## src/rtl/rc4_stream_engine.sv

```systemverilog
// RC4 keystream engine: fills an external 256x8 S memory, runs the key schedule, then
// streams MSG_LEN PRGA keystream bytes over valid/ready. S memory q lags address by one cycle.
//
// state  | meaning
// IDLE   | waiting for start
// INIT   | s[i] = i, one write per cycle
// P_INC  | PRGA: advance i
// RD_I   | present address i
// WT_I   | s[i] in flight
// CAP_I  | capture si, update j, present new j
// WT_J   | s[j] in flight
// WR_I   | capture sj, write s[i] = sj
// WR_J   | write s[j] = si (KSA: advance i, k)
// WT_K   | PRGA: present si+sj
// EMIT   | PRGA: capture keystream byte
// HOLD   | keystream byte offered until accepted
// DONE   | one-cycle completion pulse
module rc4_stream_engine #(
    parameter int KEY_BYTES = 3,
    parameter int MSG_LEN   = 32
) (
    input  logic                   clk,
    input  logic                   reset_n,
    input  logic                   start,
    input  logic [8*KEY_BYTES-1:0] key,
    output logic                   busy,
    output logic                   done,
    output logic [1:0]             phase,
    output logic [7:0]             mem_addr,
    output logic [7:0]             mem_wdata,
    output logic                   mem_wren,
    input  logic [7:0]             mem_rdata,
    output logic                   ks_valid,
    output logic [7:0]             ks_data,
    input  logic                   ks_ready,
    output logic                   ks_last
);
    localparam int KW = (KEY_BYTES > 1) ? $clog2(KEY_BYTES) : 1;
    localparam logic [KW-1:0] K_LAST   = KW'(KEY_BYTES - 1);
    localparam logic [7:0]    CNT_LAST = 8'(MSG_LEN - 1);

    localparam logic [3:0] S_IDLE  = 4'd0;
    localparam logic [3:0] S_INIT  = 4'd1;
    localparam logic [3:0] S_P_INC = 4'd2;
    localparam logic [3:0] S_RD_I  = 4'd3;
    localparam logic [3:0] S_WT_I  = 4'd4;
    localparam logic [3:0] S_CAP_I = 4'd5;
    localparam logic [3:0] S_WT_J  = 4'd6;
    localparam logic [3:0] S_WR_I  = 4'd7;
    localparam logic [3:0] S_WR_J  = 4'd8;
    localparam logic [3:0] S_WT_K  = 4'd9;
    localparam logic [3:0] S_EMIT  = 4'd10;
    localparam logic [3:0] S_HOLD  = 4'd11;
    localparam logic [3:0] S_DONE  = 4'd12;

    logic [3:0]             state;
    logic [7:0]             i;
    logic [7:0]             j;
    logic [7:0]             si;
    logic [7:0]             sj;
    logic [KW-1:0]          k;
    logic [7:0]             count;
    logic                   in_prga;
    logic [8*KEY_BYTES-1:0] key_reg;
    logic [7:0]             ks_data_r;
    logic                   ks_last_r;

    logic [7:0] key_arr [KEY_BYTES];
    logic [7:0] key_byte;
    logic [7:0] j_cap;

    // Byte 0 of the key sits in the most significant byte lane.
    for (genvar b = 0; b < KEY_BYTES; b++) begin : g_key
        assign key_arr[b] = key_reg[8*(KEY_BYTES-1-b) +: 8];
    end

    assign key_byte = key_arr[k];
    assign j_cap    = j + mem_rdata + (in_prga ? 8'd0 : key_byte);

    always_ff @(posedge clk) begin
        if (!reset_n) begin
            state     <= S_IDLE;
            i         <= 8'd0;
            j         <= 8'd0;
            si        <= 8'd0;
            sj        <= 8'd0;
            k         <= '0;
            count     <= 8'd0;
            in_prga   <= 1'b0;
            key_reg   <= '0;
            ks_data_r <= 8'd0;
            ks_last_r <= 1'b0;
        end else begin
            case (state)
                S_IDLE: begin
                    if (start) begin
                        key_reg <= key;
                        i       <= 8'd0;
                        in_prga <= 1'b0;
                        state   <= S_INIT;
                    end
                end
                S_INIT: begin
                    i <= i + 8'd1;
                    if (i == 8'hFF) begin
                        j     <= 8'd0;
                        k     <= '0;
                        state <= S_RD_I;
                    end
                end
                S_P_INC: begin
                    i     <= i + 8'd1;
                    state <= S_RD_I;
                end
                S_RD_I: state <= S_WT_I;
                S_WT_I: state <= S_CAP_I;
                S_CAP_I: begin
                    si    <= mem_rdata;
                    j     <= j_cap;
                    state <= S_WT_J;
                end
                S_WT_J: state <= S_WR_I;
                S_WR_I: begin
                    sj    <= mem_rdata;
                    state <= S_WR_J;
                end
                S_WR_J: begin
                    if (in_prga) begin
                        state <= S_WT_K;
                    end else begin
                        i <= i + 8'd1;
                        k <= (k == K_LAST) ? '0 : k + KW'(1);
                        // i wraps to 0 here, which is exactly the PRGA starting index
                        if (i == 8'hFF) begin
                            in_prga <= 1'b1;
                            j       <= 8'd0;
                            count   <= 8'd0;
                            state   <= S_P_INC;
                        end else begin
                            state <= S_RD_I;
                        end
                    end
                end
                S_WT_K: state <= S_EMIT;
                S_EMIT: begin
                    ks_data_r <= mem_rdata;
                    ks_last_r <= (count == CNT_LAST);
                    state     <= S_HOLD;
                end
                S_HOLD: begin
                    if (ks_ready) begin
                        count     <= count + 8'd1;
                        ks_last_r <= 1'b0;
                        state     <= ks_last_r ? S_DONE : S_P_INC;
                    end
                end
                S_DONE: begin
                    in_prga <= 1'b0;
                    state   <= S_IDLE;
                end
                default: state <= S_IDLE;
            endcase
        end
    end

    // CAP_I presents the freshly computed j so the S memory read starts immediately.
    always_comb begin
        mem_addr  = 8'd0;
        mem_wdata = 8'd0;
        mem_wren  = 1'b0;
        case (state)
            S_INIT: begin
                mem_addr  = i;
                mem_wdata = i;
                mem_wren  = 1'b1;
            end
            S_RD_I, S_WT_I: mem_addr = i;
            S_CAP_I:        mem_addr = j_cap;
            S_WT_J:         mem_addr = j;
            S_WR_I: begin
                mem_addr  = i;
                mem_wdata = mem_rdata;
                mem_wren  = 1'b1;
            end
            S_WR_J: begin
                mem_addr  = j;
                mem_wdata = si;
                mem_wren  = 1'b1;
            end
            S_WT_K:         mem_addr = si + sj;
            default: ;
        endcase
    end

    always_comb begin
        phase = 2'd0;
        case (state)
            S_IDLE, S_DONE: phase = 2'd0;
            S_INIT:         phase = 2'd1;
            default:        phase = in_prga ? 2'd3 : 2'd2;
        endcase
    end

    assign busy     = (state != S_IDLE) && (state != S_DONE);
    assign done     = (state == S_DONE);
    assign ks_valid = (state == S_HOLD);
    assign ks_data  = ks_data_r;
    assign ks_last  = ks_last_r;

endmodule
```

## config.mk

```make
export PLATFORM = sky130hd
export DESIGN_NAME = rc4_stream_engine
export DESIGN_NICKNAME = d
export VERILOG_FILES = /design/src/rtl/rc4_stream_engine.sv
export SDC_FILE = /design/constraint.sdc
export NUM_CORES = 1
export LEC_CHECK = 0
export CORE_ASPECT_RATIO = 1.5
export CORE_MARGIN = 2
export CORE_UTILIZATION = 45
export CTS_CLUSTER_DIAMETER = 60
export DETAILED_ROUTE_END_ITERATION = 8
export GPL_TIMING_DRIVEN = 0
export PLACE_DENSITY = 0.68
export SLEW_MARGIN = 40
export SYNTH_ARGS = -nofsm -noshare
export SYNTH_HDL_FRONTEND = slang
export SYNTH_SLANG_ARGS = --single-unit
```

## constraint.sdc

```tcl
create_clock -name clk -period 4.81 [get_ports clk]
set_clock_uncertainty 0.15 [all_clocks]
set_input_delay 1.2025 -clock clk [delete_from_list [all_inputs] [get_ports clk]]
set_output_delay 1.2025 -clock clk [all_outputs]
set_load 0.05 [all_outputs]
```

==> metrics.md, run 1 <==
| Metric | Value |
|---|---|
| Worst skew pair latency | `0.34 ns` |
| P per Cell Area | `325 nW/um^2` |
| H-tree depth | `3` |
| Final Hold Viols | `0` |
| # setup viols final | `2` |
| Synth async-reset ratio | `0%` |
| Slew Viols, Final | `0` |
| Maximum VDD drop | `0.201 mV` |
| RSZ-0062 raised after global routing | `yes` |
| Max clock buf depth | `2` |
| Worst-path clk slew | `approximately 0.06 ns` |
| Total of max-cap violations | `0` |
| Worst Hold Class | `flop to flop` |
| Cell Rows | `between 40 and 50` |
| Flop pwr share | `between 30% and 40%` |
| FF-to-FF path depth | `13` |
| Crit path to | `mem_addr[7]` |
| WL per Instance | `16.4 um` |
| Synth Flop Type | `dfxtp_1` |
| CP max FO | `3` |
| Post-layout min period | `~5 ns` |
| Mapped cell area | `4740 um^2` |
| Ant diodes | `0` |
| Setup crit start | `mem_rdata[1]` |
| # hold bufs at CTS | `0` |
| Starting Density | `46.5%` |
| CTS root buf | `clkbuf_16` |
| Die area | `11400 um^2` |
| Initial DRT Pass Iterations | `5` |
| Syn Area/Cell | `roughly 8 um^2` |
| DRT iter0 DRCs | `between 200 and 250` |
| Final net count | `727` |
| DR vias | `between 4000 and 5000` |
| Worst reg2reg path endpoint | `j[7]$_SDFFE_PN0P_` |
| Port buffer count | `65` |
| Total gr overflow | `0` |
| Setup_tns | `-0.242 ns` |
| Sw Pwr | `0.000626 W` |
| Total core area | `10200 um^2` |
| CP startpoint kind | `input port` |
| GR Util All Layers | `24.3%` |
| First-pass GRT wire length | `21600 um` |
| I/O pin total | `67` |
| Final WL | `13300 um` |
| Post-synth EDFFs | `0` |
| Via density | `5.50` |
| Yosys reg bits | `80` |
| Critical path class | `input port to output port` |
| Number of global-route vias before repair | `about 4400` |
| DIE WIDTH | `about 88 um` |
| Seq/Total Area, Yosys | `33.8%` |
| Initial antenna violation count | `0` |
| F_max | `0.201 GHz` |
| Post-Synthesis Cells | `588` |
| Leakage | `~2.2 nW` |
| CP Data Required Time | `roughly 3.5 ns` |
| Sw frac | `32.1%` |
| Combinational Power Share | `27.0%` |
| Clk pwr share | `between 30% and 40%` |
| Finished Layout Cells | `813` |
| Failing checks | `negative setup slack` |
| Distinct cells, synth | `60` |
| Post-route ant nets | `0` |
| YS warnings | `0` |
| Crit path capture type | `output port` |
| Most frequent cells in the layout | `nand2_1 (136), dfxtp_1 (79), clkdlybuf4s50_1 (52)` |
| Hold_ws | `0.309 ns` |
| Largest net degree at the start of global routing | `18` |
| Placed Cells | `~790` |
| Most common cell after layout, fill and taps aside | `nand2_1` |
| Die Y | `130 um` |
| Syn_nets | `648` |
| Period utilisation layout | `103%` |
| Fin worst setup slack | `-0.167 ns` |
| Internal Power | `0.00132 W` |
| Worst EP arrival | `about 3.6 ns` |
| Reg-to-reg startpoint | `k[1]$_SDFFE_PN0P_` |
| Worst-Margin Slew | `~0.66 ns` |
| CTS Sinks | `80` |
| Outcome | `finished, violations left` |
| # DRC | `0` |
| TritonCTS clock tree | `yes` |
| R2R setup slack | `1.48 ns` |
| DP HPWL | `10200 um` |
| CTS Buf Count | `9` |
| Max-Slew Margin vs Limit | `between 50 and 60%` |
| Overall Power | `slightly below 0.002 W` |
| Final weighted congestion in routability-driven placement | `0.919` |
| Area Growth Syn to Fin | `26.6%` |
| Fraction of layout cells with a size suffix above 1 | `10.1%` |
[metal layers]
metal | share of wire (%) | vias to the layer above | track usage, % | routed length, um
met5 | 0 | - | 0 | 0
met4 | 3.4 | 0 | 11.3 | 454
met3 | 3.7 | 32 | 3.29 | 491
met2 | 52 | 123 | 43.4 | 6990
met1 | 40 | 2107 | 28.2 | 5400
li1 | - | 2212 | - | -
[area by class of cell]
cell class              instances  area (um^2)
clock buffers                  10          239
flip-flops and latches         80         1600
multi-input cells             459         3040
plain buffers                  33          169
inverters                      14         52.6
fillers                       931         4180
clock inverters                 6         67.6
well taps                     141          176
repair buffers                 70          662
[cell usage after synthesis, drive strengths merged, types with 7 or more instances]
library cell  count  area share (%)
dfxtp            80              34
clkbuf           23             1.8
buf              12             1.6
a21boi           51             8.1
fa                9             3.8
nand2b            7            0.92
nand3            15             1.6
nor2b            17             2.2
o21ai            16             1.8
inv              14             1.1
and3              7            0.92
nor2             37             2.9
nand2           136              11
a211oi            7             1.1
xor2             12             2.2
ha               15             4.0
xnor2             7             1.3
a21oi            23             2.4
o22a              7             1.3
mux2i            12             2.5
o211ai            8             1.3
[kinds of logic after synthesis]
logic type               Yosys count  synth area share [%]
AND/OR/NAND/NOR                  255                  25.3
adder cells (fa/ha/maj)           24                  7.76
flip-flops                        80                  33.8
AO/OA/AOI/OAI                    147                  21.9
XOR/XNOR                          20                  3.98
buffers and inverters             49                  4.54
multiplexers                      13                  2.77
[timing repair]
item / 4_1_cts / 5_1_grt
gates resized for setup: 65 / 13
setup endpoints to repair: 8 / 6
pin swaps: 11 / 2
hold endpoints to repair: 0 / 0
buffers inserted: 4 / 1
[stage by stage]
| stage | instance area (um^2) | util, % | setup slack (ns) |
|---|---|---|---|
| CTS | 5970 | 58.6 | -0.0617 |
| global placement | 5580 | 54.8 | -1.18 |
| floorplan | 4760 | - | -0.157 |
| detailed placement | 5600 | 54.9 | -1.20 |
| global route | 6010 | 58.9 | -0.237 |
| finish | 6010 | 58.9 | -0.167 |
[how the worst min path moves through the flow]
stage / start / end / slack (ns) / cells past startpoint
6_report: key_arr[23]$_SDFFE_PN0P_ / key_arr[23]$_SDFFE_PN0P_ / 0.31 / 2
4_1_cts: key_arr[23]$_SDFFE_PN0P_ / key_arr[23]$_SDFFE_PN0P_ / 0.31 / 2
3_3_place_gp: key_arr[19]$_SDFFE_PN0P_ / key_arr[19]$_SDFFE_PN0P_ / 0.30 / 2
5_1_grt: key_arr[23]$_SDFFE_PN0P_ / key_arr[23]$_SDFFE_PN0P_ / 0.33 / 2
3_5_place_dp: key_arr[23]$_SDFFE_PN0P_ / key_arr[23]$_SDFFE_PN0P_ / 0.30 / 2
2_1_floorplan: key_arr[23]$_SDFFE_PN0P_ / key_arr[23]$_SDFFE_PN0P_ / 0.29 / 2
[registers in the layout (all words and copies together), names as in the netlist, 2 cells and up]
signal   cells
j            8
si           8
count        8
state        4
ks_data      8
i            8
k            2
sj           8
key_arr     24
[power groups by stage]
stage / sequential (W) / clock [W] / combinational [W]
2_1_floorplan: 0.000732 / 0 / 0.000348
3_3_place_gp: 0.000736 / 0 / 0.000494
3_5_place_dp: 0.000737 / 0 / 0.000502
4_1_cts: 0.000724 / 0.000708 / 0.000516
5_1_grt: 0.000728 / 0.000736 / 0.000573
6_report: 0.000724 / 0.000700 / 0.000526
[worst max-delay path: stages]
cell and delay (ns):
buf_8 0.10, fa_1 0.59, ha_4 0.16, inv_2 0.03, fa_2 0.36, nor2b_4 0.14, o31a_1 0.24, o22ai_4 0.12
xnor3_1 0.23, o211ai_1 0.21, buf_4 0.23
Note: power is estimated with default switching activity, not from simulation.
==> inputs of run 2 (changes only) <==
ABC_AREA = 0   (was unset)
==> results of run 2 <==
Final layout, timing and power as in run 1 (identical DEF).
